`src/rtl/match_collector_if.sv`:
```
// Stream bundle between the comparator, the match collector and the host writer.
// Comparator signals flow in; buffered {A_idx, B_idx} pairs flow out.
interface match_collector_if #(
  parameter int unsigned ID_WIDTH = 16
);
  logic                    i_Match;
  logic                    i_Valid;
  logic                    i_Last;
  logic                    i_Ready;
  logic [2*ID_WIDTH-1:0]   o_Data;
  logic                    o_Valid;

  modport master (
    output i_Match, i_Valid, i_Last, i_Ready,
    input  o_Data, o_Valid
  );

  modport slave (
    input  i_Match, i_Valid, i_Last, i_Ready,
    output o_Data, o_Valid
  );
endinterface

```
`src/rtl/match_collector.sv`:
```
// Collects (A,B) index pairs of matching comparator beats into a FWFT FIFO
// and runs a per-run control FSM: count rows, drain, report completion.
module match_collector #(
  parameter int unsigned ID_WIDTH   = 16,
  parameter int unsigned FIFO_DEPTH = 16,
  parameter int unsigned MCNT_WIDTH = 32
) (
  input  logic                        clk,
  input  logic                        rst,
  input  logic                        i_Start,
  input  logic [ID_WIDTH-1:0]         i_NumA,
  match_collector_if.slave            io_stream,
  output logic                        o_Busy,
  output logic                        o_Done,
  output logic                        o_Overflow,
  output logic [MCNT_WIDTH-1:0]       o_MatchCount,
  output logic [$clog2(FIFO_DEPTH):0] o_Level
);

  localparam int unsigned PTR_W  = $clog2(FIFO_DEPTH);
  localparam int unsigned LVL_W  = PTR_W + 1;
  localparam int unsigned DATA_W = 2 * ID_WIDTH;
  localparam logic [LVL_W-1:0] FULL_LVL = LVL_W'(FIFO_DEPTH);

  typedef enum logic [1:0] {
    S_IDLE,
    S_RUN,
    S_DRAIN,
    S_DONE
  } state_t;

  state_t              r_state;
  state_t              w_state_nxt;

  logic [ID_WIDTH-1:0] r_a_idx;
  logic [ID_WIDTH-1:0] r_b_idx;
  logic [ID_WIDTH-1:0] r_num_a_m1;
  logic                r_overflow;
  logic [MCNT_WIDTH-1:0] r_mcount;

  logic [DATA_W-1:0]   r_mem [FIFO_DEPTH];
  logic [PTR_W-1:0]    r_wr_ptr;
  logic [PTR_W-1:0]    r_rd_ptr;
  logic [LVL_W-1:0]    r_level;

  logic                w_start;
  logic                w_beat;
  logic                w_not_empty;
  logic                w_full;
  logic                w_pop;
  logic                w_push_req;
  logic                w_push;
  logic                w_drop;

  // State register
  always_ff @(posedge clk or posedge rst) begin
    if (rst) r_state <= S_IDLE;
    else     r_state <= w_state_nxt;
  end

  // Next-state and run-phase qualifiers
  always_comb begin
    w_state_nxt = r_state;
    w_start     = 1'b0;
    w_beat      = 1'b0;
    case (r_state)
      S_IDLE: begin
        if (i_Start) begin
          w_start     = 1'b1;
          w_state_nxt = S_RUN;
        end
      end
      S_RUN: begin
        w_beat = io_stream.i_Valid;
        if (io_stream.i_Valid && io_stream.i_Last && (r_a_idx == r_num_a_m1))
          w_state_nxt = S_DRAIN;
      end
      S_DRAIN: begin
        if (!w_not_empty) w_state_nxt = S_DONE;
      end
      S_DONE:  w_state_nxt = S_IDLE;
      default: w_state_nxt = S_IDLE;
    endcase
  end

  // A full FIFO still accepts a push when a pop frees a slot in the same cycle
  assign w_not_empty = (r_level != '0);
  assign w_full      = (r_level == FULL_LVL);
  assign w_pop       = w_not_empty & io_stream.i_Ready;
  assign w_push_req  = w_beat & io_stream.i_Match;
  assign w_push      = w_push_req & (~w_full | w_pop);
  assign w_drop      = w_push_req & w_full & ~w_pop;

  // Pair index counters; a NumA of 0 runs as a single row
  always_ff @(posedge clk or posedge rst) begin
    if (rst) begin
      r_a_idx    <= '0;
      r_b_idx    <= '0;
      r_num_a_m1 <= '0;
    end else if (w_start) begin
      r_a_idx    <= '0;
      r_b_idx    <= '0;
      r_num_a_m1 <= (i_NumA == '0) ? '0 : i_NumA - ID_WIDTH'(1);
    end else if (w_beat) begin
      if (io_stream.i_Last) begin
        r_b_idx <= '0;
        r_a_idx <= r_a_idx + ID_WIDTH'(1);
      end else begin
        r_b_idx <= r_b_idx + ID_WIDTH'(1);
      end
    end
  end

  // Run status: sticky overflow and saturating match count
  always_ff @(posedge clk or posedge rst) begin
    if (rst) begin
      r_overflow <= 1'b0;
      r_mcount   <= '0;
    end else if (w_start) begin
      r_overflow <= 1'b0;
      r_mcount   <= '0;
    end else begin
      if (w_drop) r_overflow <= 1'b1;
      if (w_push_req && (r_mcount != '1)) r_mcount <= r_mcount + MCNT_WIDTH'(1);
    end
  end

  // FIFO pointers and occupancy
  always_ff @(posedge clk or posedge rst) begin
    if (rst) begin
      r_wr_ptr <= '0;
      r_rd_ptr <= '0;
      r_level  <= '0;
    end else begin
      if (w_push) r_wr_ptr <= r_wr_ptr + PTR_W'(1);
      if (w_pop)  r_rd_ptr <= r_rd_ptr + PTR_W'(1);
      r_level <= r_level + LVL_W'(w_push) - LVL_W'(w_pop);
    end
  end

  // FIFO storage; contents are only visible through the level-qualified head
  always_ff @(posedge clk) begin
    if (w_push) r_mem[r_wr_ptr] <= {r_a_idx, r_b_idx};
  end

  assign io_stream.o_Valid = w_not_empty;
  assign io_stream.o_Data  = w_not_empty ? r_mem[r_rd_ptr] : '0;
  assign o_Busy            = (r_state != S_IDLE);
  assign o_Done            = (r_state == S_DONE);
  assign o_Overflow        = r_overflow;
  assign o_MatchCount      = r_mcount;
  assign o_Level           = r_level;

endmodule

```
`src/flat_wrapper.sv`:
```
// flat-port wrapper written by rule: the top's interface ports become plain ports
module match_collector_flat 
#(
  parameter int unsigned ID_WIDTH   = 16,
  parameter int unsigned FIFO_DEPTH = 16,
  parameter int unsigned MCNT_WIDTH = 32
)
  (clk, rst, i_Start, i_NumA, o_Busy, o_Done, o_Overflow, o_MatchCount, o_Level, io_stream_i_Match, io_stream_i_Valid, io_stream_i_Last, io_stream_i_Ready, io_stream_o_Data, io_stream_o_Valid);
  match_collector_if #(.ID_WIDTH(ID_WIDTH)) io_stream_i ();
  input  logic clk;
  input  logic rst;
  input  logic i_Start;
  input  logic [ID_WIDTH-1:0] i_NumA;
  output logic o_Busy;
  output logic o_Done;
  output logic o_Overflow;
  output logic [MCNT_WIDTH-1:0] o_MatchCount;
  output logic [$clog2(FIFO_DEPTH):0] o_Level;
  input wire logic [$bits(io_stream_i.i_Match)-1:0] io_stream_i_Match;
  input wire logic [$bits(io_stream_i.i_Valid)-1:0] io_stream_i_Valid;
  input wire logic [$bits(io_stream_i.i_Last)-1:0] io_stream_i_Last;
  input wire logic [$bits(io_stream_i.i_Ready)-1:0] io_stream_i_Ready;
  output wire logic [$bits(io_stream_i.o_Data)-1:0] io_stream_o_Data;
  output wire logic [$bits(io_stream_i.o_Valid)-1:0] io_stream_o_Valid;
  assign io_stream_i.i_Match = io_stream_i_Match;
  assign io_stream_i.i_Valid = io_stream_i_Valid;
  assign io_stream_i.i_Last = io_stream_i_Last;
  assign io_stream_i.i_Ready = io_stream_i_Ready;
  assign io_stream_o_Data = io_stream_i.o_Data;
  assign io_stream_o_Valid = io_stream_i.o_Valid;
  match_collector #(.ID_WIDTH(ID_WIDTH), .FIFO_DEPTH(FIFO_DEPTH), .MCNT_WIDTH(MCNT_WIDTH)) u_core (.clk(clk), .rst(rst), .i_Start(i_Start), .i_NumA(i_NumA), .io_stream(io_stream_i), .o_Busy(o_Busy), .o_Done(o_Done), .o_Overflow(o_Overflow), .o_MatchCount(o_MatchCount), .o_Level(o_Level));
endmodule
```
`config.mk`:
```
export PLATFORM = sky130hd
export DESIGN_NAME = match_collector_flat
export DESIGN_NICKNAME = d
export VERILOG_FILES = /design/src/rtl/match_collector_if.sv /design/src/rtl/match_collector.sv /design/src/flat_wrapper.sv
export SDC_FILE = /design/constraint.sdc
export NUM_CORES = 1
export LEC_CHECK = 0
export ABC_CLOCK_PERIOD_IN_PS = 7920
export CORE_MARGIN = 1
export CORE_UTILIZATION = 45
export CTS_BUF_LIST = sky130_fd_sc_hd__clkbuf_8
export DETAILED_ROUTE_END_ITERATION = 10
export DONT_BUFFER_PORTS = 1
export GPL_TIMING_DRIVEN = 0
export HOLD_SLACK_MARGIN = 0.12
export PLACE_DENSITY = 0.67
export RECOVER_POWER = 25
export SLEW_MARGIN = 20
export SYNTH_ARGS = -nofsm -noshare
export SYNTH_HDL_FRONTEND = slang
export SYNTH_SLANG_ARGS = --single-unit
```
`constraint.sdc`:
```
create_clock -name clk -period 7.92 [get_ports clk]
set_input_delay 1.584 -clock clk [delete_from_list [all_inputs] [get_ports clk]]
set_output_delay 1.584 -clock clk [all_outputs]
set_load 0.005 [all_outputs]
```
# Word-level counts from Yosys, hierarchy flattened
# Memory sizes are Yosys's and may differ from the RTL's.
# Cells that the tools add are included.
classes:
  bitwise_logic: 8
  addsub: 8
  n_reduce_logical: 13
  eq_ne: 9
  mux: 21
ops:
  columns: ["cell", "n"]
  rows:
  - ["2-to-1 mux 16 bit", 7]
  - ["2-to-1 mux 32 bit", 3]
  - ["adder 16 x 1 -> 16 bit, second input constant", 2]
  - ["adder 32 x 1 -> 32 bit, second input constant", 1]
  - ["!= test 32 bit, second input constant", 1]
  - ["equality test 16 bit", 1]
  - ["logical NOT 16 bit", 1]
  - ["subtractor 16 x 1 -> 16 bit, second input constant", 1]
  - ["nonzero test 2 bit", 5]
  - ["adder 4 x 1 -> 4 bit, second input constant", 2]
  - ["one-hot mux 2 bit (4 select lines)", 1]
  - ["2-to-1 mux 1 bit", 7]
  - ["2-to-1 mux 2 bit", 3]
  - ["adder 5 x 1 -> 5 bit", 1]
  - ["bitwise AND 1 bit", 5]
  - ["equality test 5 bit, second input constant", 1]
  - ["nonzero test 5 bit", 1]
  - ["subtractor 5 x 1 -> 5 bit", 1]
  - ["equality test 2 bit, second input constant", 2]
  - ["!= test 2 bit, second input constant", 2]
  - ["logical AND 1 bit", 3]
  - ["AND reduction 3 bit", 1]
  - ["equality test 2 x 1 -> 1 bit, second input constant", 1]
  - ["logical NOT 2 bit", 1]
  - ["4 further kinds", 5]
totals:
  ramBits: 512
  memories: 1
  register_bits: 96
  word_cells: 69
memory_table:
  columns: ["memory", "words", "width", "read_ports", "rd_clocked_by_memory_dff", "wr", "line", "source"]
  rows:
  - ["u_core.r_mem", 16, 32, 1, 0, 1, "match_collector.sv:41", "logic [DATA_W-1:0] r_mem [FIFO_DEPTH];"]

# Longest topological paths before layout
logic_depth:
  word_depth: 7
  ltp_mapped: 14
  ltp_nobuf: 12

# Worst setup path after synthesis
# OpenSTA, ideal clock, no wires.
synth_timing:
  kind: "input -> register"
  start: "input io_stream_i_Valid"
  end: "memory u_core.r_mem[7][0] (netlist name), enable pin"
  required_time_ns: 7.459
  stages: 5
  path_buffers: 1
  t_arrival_ns: 4.741
  path_slack_ns: 2.718
  path_cell_list: "buf_2 -> nand3_1 -> a31oi_1 -> nand2_1 -> nor3_1"
synth_via:
  elab_chain_cells: 5
synth_rtl:
  columns: ["element", "line", "source"]
  rows:
  - ["start, declared", "flat_wrapper.sv:20", "input wire logic [$bits(io_stream_i.i_Valid)-1:0] io_stream_i_Valid;"]
  - ["2-to-1 mux 1 bit", "match_collector.sv:66", "case (r_state)"]
  - ["bitwise AND 1 bit", "match_collector.sv:90", "assign w_push_req = w_beat & io_stream.i_Match;"]
  - ["bitwise AND 1 bit", "match_collector.sv:91", "assign w_push = w_push_req & (~w_full | w_pop);"]
  - ["2-to-1 mux 1 bit", "match_collector.sv:143", "if (w_push) r_mem[r_wr_ptr] <= {r_a_idx, r_b_idx};"]
  - ["2-to-1 mux 1 bit (implied by the code)", "match_collector.sv:143", null]
  - ["end, declared", "match_collector.sv:41", null]
# Every way passes these cells.

# Final worst setup path
layout_timing:
  start: "register u_core.r_rd_ptr[1]"
  end: "output io_stream_o_Data[27]"
layout_via:
  elab_chain_cells: 2
layout_rtl:
  columns: ["element", "line", "source"]
  rows:
  - ["start, declared", "match_collector.sv:43", "logic [PTR_W-1:0] r_rd_ptr;"]
  - ["start signal, assigned", "match_collector.sv:136", "if (w_pop) r_rd_ptr <= r_rd_ptr + PTR_W'(1);"]
  - ["memory (16 x 32 bit)", null, null]
  - ["2-to-1 mux 32 bit", "match_collector.sv:147", "assign io_stream.o_Data = w_not_empty ? r_mem[r_rd_ptr] : '0;"]
  - ["end, declared", "flat_wrapper.sv:23", "output wire logic [$bits(io_stream_i.o_Data)-1:0] io_stream_o_Data;"]
# Every way passes these cells.

==> impl_metrics.csv <==
group,metric,value,unit
clock_network,clk_latency,0.67,ns
clock_network,cts_max_level,3,
yosys,yosys.area_share.simple,6.36,%
placement,dp_hpwl,35.0,mm
clock_network,cts_buffer_depth,3,
sta,whs,0.503,ns
floorplan,start_util,45.9,%
routing,routedWlPerCell,25.2,microns
sta,fin_crit_sh,63.6,%
critical_path,critPathRequiredTime,6.34,ns
yosys,ys_types,67,
cells_and_area,post-route-util,51.4,%
sta,finalHoldViolCount,0,
clock_network,ctsResizeCount,0,
yosys,synthesis.area,0.0249,sq mm
worst_hold_path,whs_endpoint,"u_core.r_num_a_m1[9]",
clock_network,cts_tree,"yes",
run,cap_viol_max_count,0,
yosys,postSynthCellCount,1340,
cells_and_area,antennaDiodeCount,0,
floorplan,die_area,0.0562,sq mm
sta,max-slew-margin-rel,32.3,%
yosys,yosysSeqAreaShare,71.5,%
sta,max_freq,199,MHz
global_routing,grt_use_total,20.6,%
yosys,synth-adder-area-share,1.14,%
global_routing,grt.busiest_layer,"met2",
run_status,status,"completed",
critical_path,r2r_start,"u_core.o_Level[3]",
placement,place_ws,3.43,ns
global_routing,grt_pass1_vias,13461,
routing,ant_nets,0,
critical_path,reg2regPathDepth,14,
cells_and_area,synthToLayoutAreaGrowth,12.0,%
yosys,synthXorXnorAreaFrac,2.29,%
critical_path,cp_data_arrival_time,3.45,ns
floorplan,fp.dieH,237,microns
critical_path,regToRegSetupSlack,4.18,ns
floorplan,die_w,237,microns
yosys,synthMuxAreaShare,14.6,%
yosys,synth-seq-cells,608,
yosys,synth_compound_area_share,2.59,%
sta,fin_skew,0.0316,ns
floorplan,rows,85,
critical_path,critical_path_class,"flop to output port",
routing,dr.pass1.iters,6,
cells_and_area,nets,1507,
placement,port-buffer-count,0,
worst_hold_path,whs_path_depth,2,
global_routing,gr-usage-met1,27.5,%
global_routing,use_met3,5.04,%
floorplan,coreArea,0.0542,sq mm
sta,finalCriticalPeriod,5.04,ns
cells_and_area,fin_area,0.0279,sq mm
worst_hold_path,holdCritPathClass,"flop to flop",
critical_path,startpoint_type,"flop",
cells_and_area,final_common_cell,"edfxtp_1",
worst_hold_path,worstHoldStart,"u_core.r_num_a_m1[9]",
clock_network,cts_made_buffers,96,
routing,drtIter0Drc,1148,
sta,setup_viol,0,
global_routing,grt_max_degree,55,
placement,place.gp.congestion,0.825,
pwr,vdd_drop_max,144,uV
global_routing,grt_first_pass_wirelength,84.8,mm
routing,drc,0,
pwr,p_leak,9.02,nW
cells_and_area,final_cell_mix,"edfxtp_1 (512), mux4_2 (160), clkbuf_8 (98), dfrtp_1 (96), inv_1 (58)",
yosys,ys_warn_count,0,
critical_path,cp-end-kind,"output port",
routing,num_vias,13017,
routing,via_per_inst,5.83,
clock_network,clkTransAtPathRegs,0.07,ns
routing,wirelength,56.2,mm
yosys,avgSynthCellArea,18.6,sq um
sta,setup_slack,2.88,ns
sta,finalSetupTns,0,ns
sta,worst_pin_slew,1.01,ns
floorplan,ios,96,
pwr,p_per_area,298,mW/mm^2
global_routing,use_met2,34.0,%
yosys,synth_top_family_by_area,"multiplexers",
yosys,syn-num-nets,1385,
clock_network,cts_hold_buf,0,
global_routing,grt.overflow.total,0,
clock_network,cts-root-buf,"clkbuf_8",
placement,placed_area,0.0262,sq mm
critical_path,cp_max_fo,10,
yosys,synthArstFlopShare,15.8,%
sta,final-max-slew-violation-count,0,
sta,rsz0062_at_grt,"false",
yosys,synth_edf_count,512,
clock_network,clock_sinks,608,
global_routing,grt_antenna_before_repair,0,
clock_network,cts_setup_buffers,0,
cells_and_area,drive_above_1_share,22.8,%
yosys,ys.flop_type,"edfxtp_1",
critical_path,r2r_end,"u_core.o_Level[4]",
==> worst max-delay path, stage by stage, from the launching register on <==
cell	delay [ns]
dfrtp_1	0.40
clkbuf_1	0.46
clkbuf_1	0.77
mux4_2	0.42
mux4_2	0.53
and2_1	0.20
==> routing by layer <==
layer | share of wire [%] | vias up
li1 | - | 5640
met1 | 41 | 6801
met2 | 50 | 493
met3 | 7.2 | 83
met4 | 1.5 | 0
met5 | 0 | -
==> kinds of logic (layout without fill, tap and decap cells) <==
| group | after synthesis | count (layout) |
|---|---|---|
| DFF | 608 | 608 |
| and+or+nand+nor | 290 | 290 |
| muxes | 163 | 163 |
| AOI/OAI and AO/OA | 100 | 100 |
| buffers and inverters | 92 | 289 |
| xor gates and xnor gates | 65 | 65 |
| adders and majority gates | 22 | 22 |
==> power by group <==
group | leakage, nW | internal, mW | switching (mW)
Sequential | 5.56 | 3.63 | 0.150
Clock | 0.983 | 1.19 | 1.22
Combinational | 2.48 | 0.957 | 1.17
Total | 9.02 | 5.78 | 2.54
==> through the flow <==
step,std cells,total power [mW]
2_1_floorplan,1340,5.34
3_3_place_gp,2036,5.98
3_5_place_dp,2060,6.03
4_1_cts,2233,8.43
5_1_grt,2233,8.72
6_report,2233,8.31
==> flip-flops by register name, summed over array words and instances, names as in the netlist <==
register,flops
u_core.r_a_idx,16
u_core.r_num_a_m1,16
u_core.r_b_idx,16
u_core.o_Level,5
u_core.o_MatchCount,32
u_core.r_state,2
u_core.r_rd_ptr,4
u_core.r_wr_ptr,4
u_core.r_mem,512
u_core.o_Overflow,1
==> cells in the mapped netlist, types with 2 or more instances <==
cell type | instances | area, sq um
nand3_1 | 21 | 105
ha_1 | 21 | 263
nor3b_1 | 3 | 22.5
nand4b_1 | 2 | 17.5
o31ai_1 | 9 | 67.6
and2_1 | 43 | 269
mux2i_1 | 2 | 20.0
a21oi_1 | 28 | 140
a41o_1 | 3 | 30.0
o211ai_1 | 4 | 30.0
xnor2_1 | 31 | 272
clkbuf_1 | 33 | 124
nand2_1 | 55 | 206
nor4b_1 | 2 | 17.5
a211oi_1 | 2 | 15.0
buf_1 | 8 | 30.0
nor3_1 | 12 | 60.1
inv_1 | 29 | 109
nor2b_1 | 4 | 25.0
o21ai_1 | 3 | 15.0
edfxtp_1 | 512 | 15400
nor4_1 | 8 | 50.1
and4_1 | 2 | 17.5
nand4_1 | 24 | 150
or3_1 | 11 | 68.8
dfrtp_1 | 96 | 2400
o41ai_1 | 2 | 17.5
o21ai_0 | 26 | 130
xor2_1 | 34 | 298
nor2_1 | 60 | 225
buf_6 | 2 | 22.5
nand2b_1 | 2 | 12.5
or4_1 | 16 | 120
buf_2 | 20 | 100
a21o_1 | 3 | 22.5
and3_1 | 14 | 87.6
mux4_2 | 160 | 3600
a31oi_1 | 4 | 25.0
==> worst max path at each step <==
stage                                   from                   end  cells past startpoint
after floorplan            io_stream_i_Valid    u_core.r_mem[7][0]                      5
after global placement     io_stream_i_Valid   u_core.r_mem[4][17]                      5
after detailed placement   io_stream_i_Valid  u_core.r_mem[12][17]                      6
after CTS                 u_core.r_rd_ptr[1]  io_stream_o_Data[29]                      5
after global routing      u_core.r_rd_ptr[1]  io_stream_o_Data[29]                      5
final                     u_core.r_rd_ptr[1]  io_stream_o_Data[27]                      5
==> area by class of cell <==
| class | count | area [sq um] |
|---|---|---|
| buffer | 63 | 279 |
| clock buffer | 98 | 1350 |
| clock inverter | 75 | 353 |
| fill | 4341 | 26400 |
| inverter | 29 | 114 |
| multi-input combinational | 640 | 6790 |
| sequential | 608 | 17800 |
| tap | 696 | 871 |
| timing repair buffer | 24 | 344 |
Note: power is estimated with default switching activity, not from simulation.
